$ cat src/rtl/clock_ctrl_if.sv
// clock_ctrl_if: front-panel button inputs and control outputs of the clock
// mode/time-set controller.
//   btn_mode, btn_inc : raw push-buttons, active-high, asynchronous
//   mode              : 0=RUN, 1=SET_HR, 2=SET_MIN, 3=SET_SEC
//   sec_tick          : 1 Hz one-cycle pulse (RUN only)
//   inc_hr/min/sec    : one-cycle increment pulses to the BCD counters
//   blink             : display-blank enable for the field being set
// master = panel/counter side, slave = controller.
interface clock_ctrl_if;
  logic       btn_mode;
  logic       btn_inc;
  logic [1:0] mode;
  logic       sec_tick;
  logic       inc_hr;
  logic       inc_min;
  logic       inc_sec;
  logic       blink;

  modport master (
    output btn_mode, btn_inc,
    input  mode, sec_tick, inc_hr, inc_min, inc_sec, blink
  );

  modport slave (
    input  btn_mode, btn_inc,
    output mode, sec_tick, inc_hr, inc_min, inc_sec, blink
  );
endinterface

$ cat src/rtl/clock_ctrl.sv
// clock_ctrl: mode and time-set controller for the 24-hour BCD clock.
// Synchronizes and debounces the two panel buttons, steps the four-state mode
// machine, generates sec_tick in RUN and issues increment pulses (with
// hold-to-repeat) in the set modes. Holds no time registers itself.
//   clk4m : 4 MHz system clock
//   clr   : synchronous active-high reset
//   bus   : clock_ctrl_if.slave (buttons in, mode/tick/inc/blink out)
module clock_ctrl #(
  parameter int unsigned TICK_DIV = 4000000,
  parameter int unsigned DEB_BITS = 16,
  parameter int unsigned REP_DLY  = 60,
  parameter int unsigned REP_RATE = 15
) (
  input  logic        clk4m,
  input  logic        clr,
  clock_ctrl_if.slave bus
);

  localparam int unsigned SAMP_W = DEB_BITS + 5;
  localparam int unsigned PRE_W  = $clog2(TICK_DIV);
  localparam int unsigned REP_W  = $clog2(REP_DLY + 1);

  typedef enum logic [1:0] {
    RUN     = 2'd0,
    SET_HR  = 2'd1,
    SET_MIN = 2'd2,
    SET_SEC = 2'd3
  } mode_e;

  mode_e             mode_q, mode_d;
  logic [SAMP_W-1:0] samp_cnt_q, samp_cnt_d;
  logic [PRE_W-1:0]  presc_q, presc_d;
  logic [REP_W-1:0]  rep_q, rep_d;
  logic [1:0]        bm_sync_q, bi_sync_q;
  logic              bm_smp_q, bm_smp_d, bi_smp_q, bi_smp_d;
  logic              bm_lvl_q, bm_lvl_d, bi_lvl_q, bi_lvl_d;
  logic              bm_lvl_dly_q, bi_lvl_dly_q;
  logic              sec_tick_q, sec_tick_d;
  logic              inc_hr_q, inc_hr_d;
  logic              inc_min_q, inc_min_d;
  logic              inc_sec_q, inc_sec_d;
  logic              blink_q, blink_d;

  logic              samp_c;
  logic              mode_rise_c;
  logic              inc_rise_c;
  logic              pulse_c;

  // State and output registers
  always_ff @(posedge clk4m) begin
    if (clr) begin
      mode_q       <= RUN;
      samp_cnt_q   <= '0;
      presc_q      <= '0;
      rep_q        <= '0;
      bm_sync_q    <= '0;
      bi_sync_q    <= '0;
      bm_smp_q     <= 1'b0;
      bi_smp_q     <= 1'b0;
      bm_lvl_q     <= 1'b0;
      bi_lvl_q     <= 1'b0;
      bm_lvl_dly_q <= 1'b0;
      bi_lvl_dly_q <= 1'b0;
      sec_tick_q   <= 1'b0;
      inc_hr_q     <= 1'b0;
      inc_min_q    <= 1'b0;
      inc_sec_q    <= 1'b0;
      blink_q      <= 1'b1;
    end else begin
      mode_q       <= mode_d;
      samp_cnt_q   <= samp_cnt_d;
      presc_q      <= presc_d;
      rep_q        <= rep_d;
      bm_sync_q    <= {bm_sync_q[0], bus.btn_mode};
      bi_sync_q    <= {bi_sync_q[0], bus.btn_inc};
      bm_smp_q     <= bm_smp_d;
      bi_smp_q     <= bi_smp_d;
      bm_lvl_q     <= bm_lvl_d;
      bi_lvl_q     <= bi_lvl_d;
      bm_lvl_dly_q <= bm_lvl_q;
      bi_lvl_dly_q <= bi_lvl_q;
      sec_tick_q   <= sec_tick_d;
      inc_hr_q     <= inc_hr_d;
      inc_min_q    <= inc_min_d;
      inc_sec_q    <= inc_sec_d;
      blink_q      <= blink_d;
    end
  end

  // Debounce, mode sequencing, prescaler and increment generation
  always_comb begin
    samp_cnt_d = samp_cnt_q + SAMP_W'(1);
    bm_smp_d   = bm_smp_q;
    bi_smp_d   = bi_smp_q;
    bm_lvl_d   = bm_lvl_q;
    bi_lvl_d   = bi_lvl_q;
    mode_d     = mode_q;
    presc_d    = presc_q;
    rep_d      = rep_q;
    sec_tick_d = 1'b0;
    pulse_c    = 1'b0;

    samp_c      = &samp_cnt_q[DEB_BITS-1:0];
    mode_rise_c = bm_lvl_q & ~bm_lvl_dly_q;
    inc_rise_c  = bi_lvl_q & ~bi_lvl_dly_q;

    // Level flips only when this sample matches the previous one
    if (samp_c) begin
      bm_smp_d = bm_sync_q[1];
      bi_smp_d = bi_sync_q[1];
      if ((bm_sync_q[1] == bm_smp_q) && (bm_sync_q[1] != bm_lvl_q)) begin
        bm_lvl_d = bm_sync_q[1];
      end
      if ((bi_sync_q[1] == bi_smp_q) && (bi_sync_q[1] != bi_lvl_q)) begin
        bi_lvl_d = bi_sync_q[1];
      end
    end

    // Mode change wins over any increment in the same cycle
    if (mode_rise_c) begin
      case (mode_q)
        RUN:     mode_d = SET_HR;
        SET_HR:  mode_d = SET_MIN;
        SET_MIN: mode_d = SET_SEC;
        default: mode_d = RUN;
      endcase
      rep_d   = '0;
      presc_d = '0;
    end else if (mode_q == RUN) begin
      rep_d = '0;
      if (presc_q == PRE_W'(TICK_DIV - 1)) begin
        presc_d    = '0;
        sec_tick_d = 1'b1;
      end else begin
        presc_d = presc_q + PRE_W'(1);
      end
    end else begin
      presc_d = '0;
      pulse_c = inc_rise_c;
      if (!bi_lvl_q) begin
        rep_d = '0;
      end else if (samp_c) begin
        // Reload keeps subsequent repeats REP_RATE samples apart
        if (rep_q == REP_W'(REP_DLY - 1)) begin
          pulse_c = 1'b1;
          rep_d   = REP_W'(REP_DLY - REP_RATE);
        end else begin
          rep_d = rep_q + REP_W'(1);
        end
      end
    end

    inc_hr_d  = pulse_c && (mode_q == SET_HR);
    inc_min_d = pulse_c && (mode_q == SET_MIN);
    inc_sec_d = pulse_c && (mode_q == SET_SEC);
    // Registered copy of (RUN or counter MSB) using next-state values
    blink_d   = (mode_d == RUN) | samp_cnt_d[SAMP_W-1];
  end

  assign bus.mode     = mode_q;
  assign bus.sec_tick = sec_tick_q;
  assign bus.inc_hr   = inc_hr_q;
  assign bus.inc_min  = inc_min_q;
  assign bus.inc_sec  = inc_sec_q;
  assign bus.blink    = blink_q;

endmodule

$ cat src/flat_wrapper.sv
// flat-port wrapper written by rule: the top's interface ports become plain ports
module clock_ctrl_flat 
#(
  parameter int unsigned TICK_DIV = 4000000,
  parameter int unsigned DEB_BITS = 16,
  parameter int unsigned REP_DLY  = 60,
  parameter int unsigned REP_RATE = 15
)
  (clk4m, clr, bus_btn_mode, bus_btn_inc, bus_mode, bus_sec_tick, bus_inc_hr, bus_inc_min, bus_inc_sec, bus_blink);
  clock_ctrl_if bus_i ();
  input  logic clk4m;
  input  logic clr;
  input wire logic [$bits(bus_i.btn_mode)-1:0] bus_btn_mode;
  input wire logic [$bits(bus_i.btn_inc)-1:0] bus_btn_inc;
  output wire logic [$bits(bus_i.mode)-1:0] bus_mode;
  output wire logic [$bits(bus_i.sec_tick)-1:0] bus_sec_tick;
  output wire logic [$bits(bus_i.inc_hr)-1:0] bus_inc_hr;
  output wire logic [$bits(bus_i.inc_min)-1:0] bus_inc_min;
  output wire logic [$bits(bus_i.inc_sec)-1:0] bus_inc_sec;
  output wire logic [$bits(bus_i.blink)-1:0] bus_blink;
  assign bus_i.btn_mode = bus_btn_mode;
  assign bus_i.btn_inc = bus_btn_inc;
  assign bus_mode = bus_i.mode;
  assign bus_sec_tick = bus_i.sec_tick;
  assign bus_inc_hr = bus_i.inc_hr;
  assign bus_inc_min = bus_i.inc_min;
  assign bus_inc_sec = bus_i.inc_sec;
  assign bus_blink = bus_i.blink;
  clock_ctrl #(.TICK_DIV(TICK_DIV), .DEB_BITS(DEB_BITS), .REP_DLY(REP_DLY), .REP_RATE(REP_RATE)) u_core (.clk4m(clk4m), .clr(clr), .bus(bus_i));
endmodule
$ cat config.mk
export PLATFORM = sky130hd
export DESIGN_NAME = clock_ctrl_flat
export DESIGN_NICKNAME = d
export VERILOG_FILES = /design/src/rtl/clock_ctrl_if.sv /design/src/rtl/clock_ctrl.sv /design/src/flat_wrapper.sv
export SDC_FILE = /design/constraint.sdc
export NUM_CORES = 1
export LEC_CHECK = 0
export ABC_AREA = 1
export CORE_MARGIN = 8
export CORE_UTILIZATION = 45
export CTS_CLUSTER_SIZE = 8
export DETAILED_ROUTE_END_ITERATION = 6
export GPL_TIMING_DRIVEN = 0
export SYNTH_ARGS = -nofsm -noshare
export SYNTH_HDL_FRONTEND = slang
export SYNTH_SLANG_ARGS = --single-unit
export TNS_END_PERCENT = 100
$ cat constraint.sdc
create_clock -name clk4m -period 1.5 [get_ports clk4m]
set_input_delay 0.225 -clock clk4m [delete_from_list [all_inputs] [get_ports clk4m]]
set_output_delay 0.225 -clock clk4m [all_outputs]
set_load 0.005 [all_outputs]
Word-level counts from Yosys, hierarchy flattened
Cells that the tools add are included.
{"block": "totals", "inputBits": 4, "regBits": 66, "elab_cells": 58}
{"block": "classes", "add_sub_neg": 3, "reduce_logical": 13, "muxes": 9, "eq_ne": 9, "bitwise": 7}
{"operator": "AND reduction 17 bit", "n": 2}
{"operator": "adder 22 x 1 -> 22 bit, second input constant", "n": 1}
{"operator": "== test 22 bit, second input constant", "n": 1}
{"operator": "adder 21 x 1 -> 21 bit, second input constant", "n": 1}
{"operator": "AND reduction 16 bit", "n": 1}
{"operator": "OR reduction 4 bit", "n": 2}
{"operator": "adder 6 x 1 -> 6 bit, second input constant", "n": 1}
{"operator": "== test 6 bit, second input constant", "n": 1}
{"operator": "2-to-1 mux 1 bit", "n": 6}
{"operator": "2-to-1 mux 6 bit", "n": 1}
{"operator": "one-hot mux 2 bit (3 select lines)", "n": 1}
{"operator": "logical AND 1 bit", "n": 5}
{"operator": "== test 2 bit, second input constant", "n": 2}
{"operator": "logical NOT 2 bit", "n": 2}
{"operator": "inverter 1 bit", "n": 4}
{"operator": "OR reduction 3 bit", "n": 1}
{"operator": "bitwise AND 1 bit", "n": 2}
{"operator": "== test 1 bit", "n": 2}
{"operator": "== test 2 x 1 -> 1 bit, second input constant", "n": 1}
{"operator": "2-to-1 mux 2 bit", "n": 1}
{"operator": "inequality test 1 bit", "n": 2}
{"operator": "OR 1 bit", "n": 1}

Depth between registers and ports, before layout
{"block": "depth", "ltp_word": 8, "mapped_depth": 10, "mapped_depth_nobuf": 10}

Worst setup path after synthesis
No wires, ideal clock.
{"block": "synth_timing", "path_type": "flip-flop to flip-flop", "start": "reg u_core.presc_q[0]", "end": "reg u_core.presc_q[10]", "slack_ns": 0.010, "path_stages_with_launch": 10, "n_path_buf": 1, "arrival_time_ns": 1.365, "period_less_slack_ns": 1.490, "t_required_ns": 1.375, "path_cell_list": "dfxtp_1 > ha_1 > nand2_2 > nor2_4 > inv_2 > nor2_4 > nand3_2 > nand2_2 > buf_6 > a21oi_1"}
{"block": "synth_via", "elab_chain_cells": 2}
{"item": "start, declared", "line": "clock_ctrl.sv:32", "text": "logic [PRE_W-1:0] presc_q, presc_d;"}
{"item": "start signal, assigned", "line": "clock_ctrl.sv:72", "text": "presc_q <= presc_d;"}
{"item": "parallel branches: the longest is 2 deep, another holds adder 22 x 1 -> 22 bit"}
Parallel ways; which one is timed is not known.
A chain may end at the register's enable or synchronous reset.

Worst setup path in the final report
{"block": "layout_timing", "start": "reg u_core.samp_cnt_q[1]", "end": "reg u_core.inc_hr_q (netlist: u_core.bus.inc_hr)"}
{"block": "layout_via", "elab_chain_cells": 6}
{"item": "start, declared", "line": "clock_ctrl.sv:31", "text": "logic [SAMP_W-1:0] samp_cnt_q, samp_cnt_d;"}
{"item": "start signal, assigned", "line": "clock_ctrl.sv:71", "text": "samp_cnt_q <= samp_cnt_d;"}
{"item": "AND reduction 16 bit", "line": "clock_ctrl.sv:103", "text": "samp_c = &samp_cnt_q[DEB_BITS-1:0];"}
{"item": "2-to-1 mux 1 bit", "line": "clock_ctrl.sv:142", "text": "end else if (samp_c) begin"}
{"item": "2-to-1 mux 1 bit", "line": "clock_ctrl.sv:140", "text": "if (!bi_lvl_q) begin"}
{"item": "2-to-1 mux 1 bit", "line": "clock_ctrl.sv:129", "text": "end else if (mode_q == RUN) begin"}
{"item": "2-to-1 mux 1 bit", "line": "clock_ctrl.sv:120", "text": "if (mode_rise_c) begin"}
{"item": "logical AND 1 bit", "line": "clock_ctrl.sv:153", "text": "inc_hr_d = pulse_c && (mode_q == SET_HR);"}
{"item": "end signal, assigned", "line": "clock_ctrl.sv:83", "text": "inc_hr_q <= inc_hr_d;"}
{"item": "end, declared", "line": "clock_ctrl.sv:39", "text": "logic inc_hr_q, inc_hr_d;"}
No other way between the ends.

==> out/results.tsv <==
metric	value	unit
Yosys top cell area share	0.4207	
gr ovfl total	0	
cell mode on critical path	nand2_4	
Bufs and invs on worst path	1	
Worst-Margin Slew	0.4743	ns
Via density	4.876	
share of post-route cells with drive strength above 1	0.2232	
Critical Path Slowest Stage Cell	dfxtp_2	
Leakage	1.447	nW
H-tree depth	3	
crit start category	flop	
mapped cell area	3141	µm²
Global Route Usage Sum	0.1429	
RSZ-0062 raised after global routing	yes	
Final Hold Fails	0	
setup tns final	0	ns
Die ar.	9908	µm²
global-route wire length before repair	11470	µm
CTS tree	done	
Routed WL per cell	12.12	µm
leading area contributor after synthesis	dfxtp_1	
data required time of the worst path	1.78	ns
Mapped Cells	431	
GPL Wtd Cong	0.8908	
Crit path largest cell delay	0.35	ns
Peak VDD IR	0.6682	mV
FILL cells	622	
Worst R2R End	u_core.bus.inc_hr$_SDFF_PP0_	
launch point of the worst reg-to-reg path	u_core.samp_cnt_q[1]$_SDFF_PP0_	
clk_lat worst skew	0.34	ns
starting density of the core	0.4622	
syn_nets	442	
Power Dens Cells	821.8	nW/µm²
Slew HR	0.6813	
clk sinks	66	
min-delay worst type	input pin to flop	
Die Y-Extent	99.54	µm
Data arrival, critical path	1.74	ns
quantity of I/O buffers inserted on ports	10	
largest fanout on the critical path	5	
Area Overhead vs Synth	25.66	%
row count	30	
Final min period	1.455	ns
register area share after synthesis	0.4207	
Final Cycle Share	0.9700	
vias in the first global route	2660	
skew final	0.005161	ns
# diodes	0	
number of nets in the layout	482	
largest net degree at the start of global routing	11	
Reg2Reg Depth	10	
Worst Hold Depth	3	
final setup violation count	0	
hold_sp	bus_btn_mode	
die span in x	99.54	µm
Syn Area/Cell	7.287	µm²
Worst setup EP type	flop	
post-route ant nets	0	
pins over their slew limit	0	
Clock Tree Buf Depth	2	
Core Util, Final	0.5808	
Core Box Area	6794	µm²
DRC violation count after routing	0	
Area contributors post-synth	dfxtp_1 42%, nand2_1 11%, nor2_1 7.6%	
family with the most delay on the worst path	simple AND/OR/NAND/NOR gates	
Reg clk slew, reported paths	0.07	ns
total wire length	6919	µm
drt first-iter violations	103	
r2r setup slk	0.05	ns
Yosys cell types	34	
hpwl dp	4656	µm
Hold Worst Slack	0.3955	ns
Ys Warns	0	
hold endpoint	u_core.bm_sync_q[0]$_SDFF_PP0_	
Max Clk Rate	687.3	MHz
# IOs	11	
worst-path cell chain	ha_4 > nand2_4 > nor2_8 > nand2_4 > nor2_4 > buf_12 > nand2_2 > nand2_1 > nand4_2 > nor2_1	
critical path class	flop to flop	
Synth Register Bits	66	
status	finished clean	
Via Count	2784	
initial antenna violation count	0	
Max-Cap Viols	0	
Clock Root Buffer	clkbuf_8	
TritonCTS buffer count	9	
Detailed Routing Iterations Pass 1	4	
## metal layers
layer	vias up	share of wire	track usage
met2	46	0.48	0.2397
met3	13	0.040	0.05517
li1	1466	-	-
met4	0	0.017	0.05355
met5	-	0	0
met1	1259	0.47	0.1600
## where the power goes
group          internal [mW]  switching, mW
Combinational         0.0585         0.0675
Clock                  0.673          0.653
Sequential              1.77         0.0192
## what timing repair did
| item | CTS | global route |
|---|---|---|
| gates resized for setup | 13 | 52 |
| hold endpoints to repair | 0 | 0 |
| cloned | 1 | 2 |
| setup endpoints to repair | 46 | 44 |
| pin swaps | 3 | 16 |
| hold buffers | 0 | 0 |
| buffers inserted | 4 | 12 |
## sequential cells by signal, summed over array words and instances, names as in the netlist
register	count
u_core.bus.inc_sec	1
u_core.bus.mode	2
u_core.bi_lvl_dly_q	1
u_core.bus.inc_min	1
u_core.bm_lvl_q	1
u_core.bm_lvl_dly_q	1
u_core.bus.blink	1
u_core.bi_lvl_q	1
u_core.samp_cnt_q	21
u_core.rep_q	6
u_core.bm_smp_q	1
u_core.bus.sec_tick	1
u_core.bus.inc_hr	1
u_core.bi_smp_q	1
u_core.presc_q	22
u_core.bm_sync_q	2
u_core.bi_sync_q	2
## area by class of cell
class,instances,area (µm²),area share
plain buffers,6,51.30,0.01300
clock buffers,12,155.1,0.03932
clock inverters,3,15.01,0.003805
inverters,58,220.2,0.05580
multi-input cells,301,1747,0.4426
flip-flops and latches,66,1336,0.3386
well taps,96,120.1,0.03044
repair buffers,29,301.5,0.07641
## through the flow
step | power [mW] | area, µm² | worst slack (ns) | cells
after floorplan | 1.880 | 3141 | 0.01010 | 431
final | 3.243 | 3946 | 0.04503 | 571
after detailed placement | 1.910 | 3361 | -0.4480 | 537
after CTS | 3.239 | 3618 | 0.002468 | 557
after global placement | 1.909 | 3361 | -0.4495 | 537
after global routing | 3.374 | 3946 | -0.07479 | 571
## cell usage in the layout, fill, tap and decap left out, drive strengths merged
master / synthesis / final
inv: 58 / 58
dfxtp: 66 / 66
o21a: 4 / 4
nor3: 17 / 17
o211ai: 1 / 1
clkbuf: 3 / 17
clkdlybuf4s50: 0 / 10
buf: 3 / 20
nor2: 76 / 76
xor2: 8 / 8
or2: 1 / 1
clkinv: 0 / 3
nand3b: 3 / 3
ha: 7 / 7
nand3: 18 / 18
nand2: 102 / 102
nand4: 13 / 13
nor3b: 1 / 1
xnor2: 3 / 3
o31ai: 1 / 1
o21ai: 14 / 14
a21oi: 31 / 31
nor4: 1 / 1
## cell families (layout without fill, tap and decap cells)
family                   count (synthesis)  after routing  synth area share
AND/OR/NAND/NOR                        232            232            0.3514
buffers and inverters                   64            108           0.08327
AO/OA/AOI/OAI                           51             51           0.08606
flip-flops                              66             66            0.4207
adder cells (fa/ha/maj)                  7              7           0.02789
XOR/XNOR                                11             11           0.03068
## worst register-to-register path: stages (launching register included)
cell and delay, ns:
dfxtp_2 0.35, ha_4 0.15, nand2_4 0.07, nor2_8 0.14, nand2_4 0.08, nor2_4 0.15
buf_12 0.14, nand2_2 0.04, nand2_1 0.07, nand4_2 0.10, nor2_1 0.11
## how the worst max path moves through the flow
| stage | from | slack [ns] | end | cells past startpoint |
|---|---|---|---|---|
| 2_1_floorplan | u_core.presc_q[0]$_SDFF_PP0_ | 0.01 | u_core.presc_q[10]$_SDFF_PP0_ | 9 |
| 3_3_place_gp | clr | -0.45 | u_core.bi_sync_q[1]$_SDFF_PP0_ | 4 |
| 3_5_place_dp | clr | -0.45 | u_core.bm_sync_q[1]$_SDFF_PP0_ | 4 |
| 6_report | u_core.samp_cnt_q[1]$_SDFF_PP0_ | 0.05 | u_core.bus.inc_hr$_SDFF_PP0_ | 10 |
| 5_1_grt | u_core.samp_cnt_q[1]$_SDFF_PP0_ | -0.07 | u_core.bus.inc_hr$_SDFF_PP0_ | 10 |
| 4_1_cts | u_core.samp_cnt_q[0]$_SDFF_PP0_ | 0.002 | u_core.samp_cnt_q[18]$_SDFF_PP0_ | 10 |
## cell usage after synthesis (all sizes together)
cell / n
buf: 3
nand3b: 3
a21oi: 31
or2: 1
nor3: 17
nand3: 18
nand4: 13
dfxtp: 66
o211ai: 1
nand2: 102
nor4: 1
ha: 7
o31ai: 1
inv: 58
o21ai: 14
clkbuf: 3
nor3b: 1
xnor2: 3
o21a: 4
xor2: 8
nor2: 76
No activity file was read; power rests on OpenSTA's default activity.
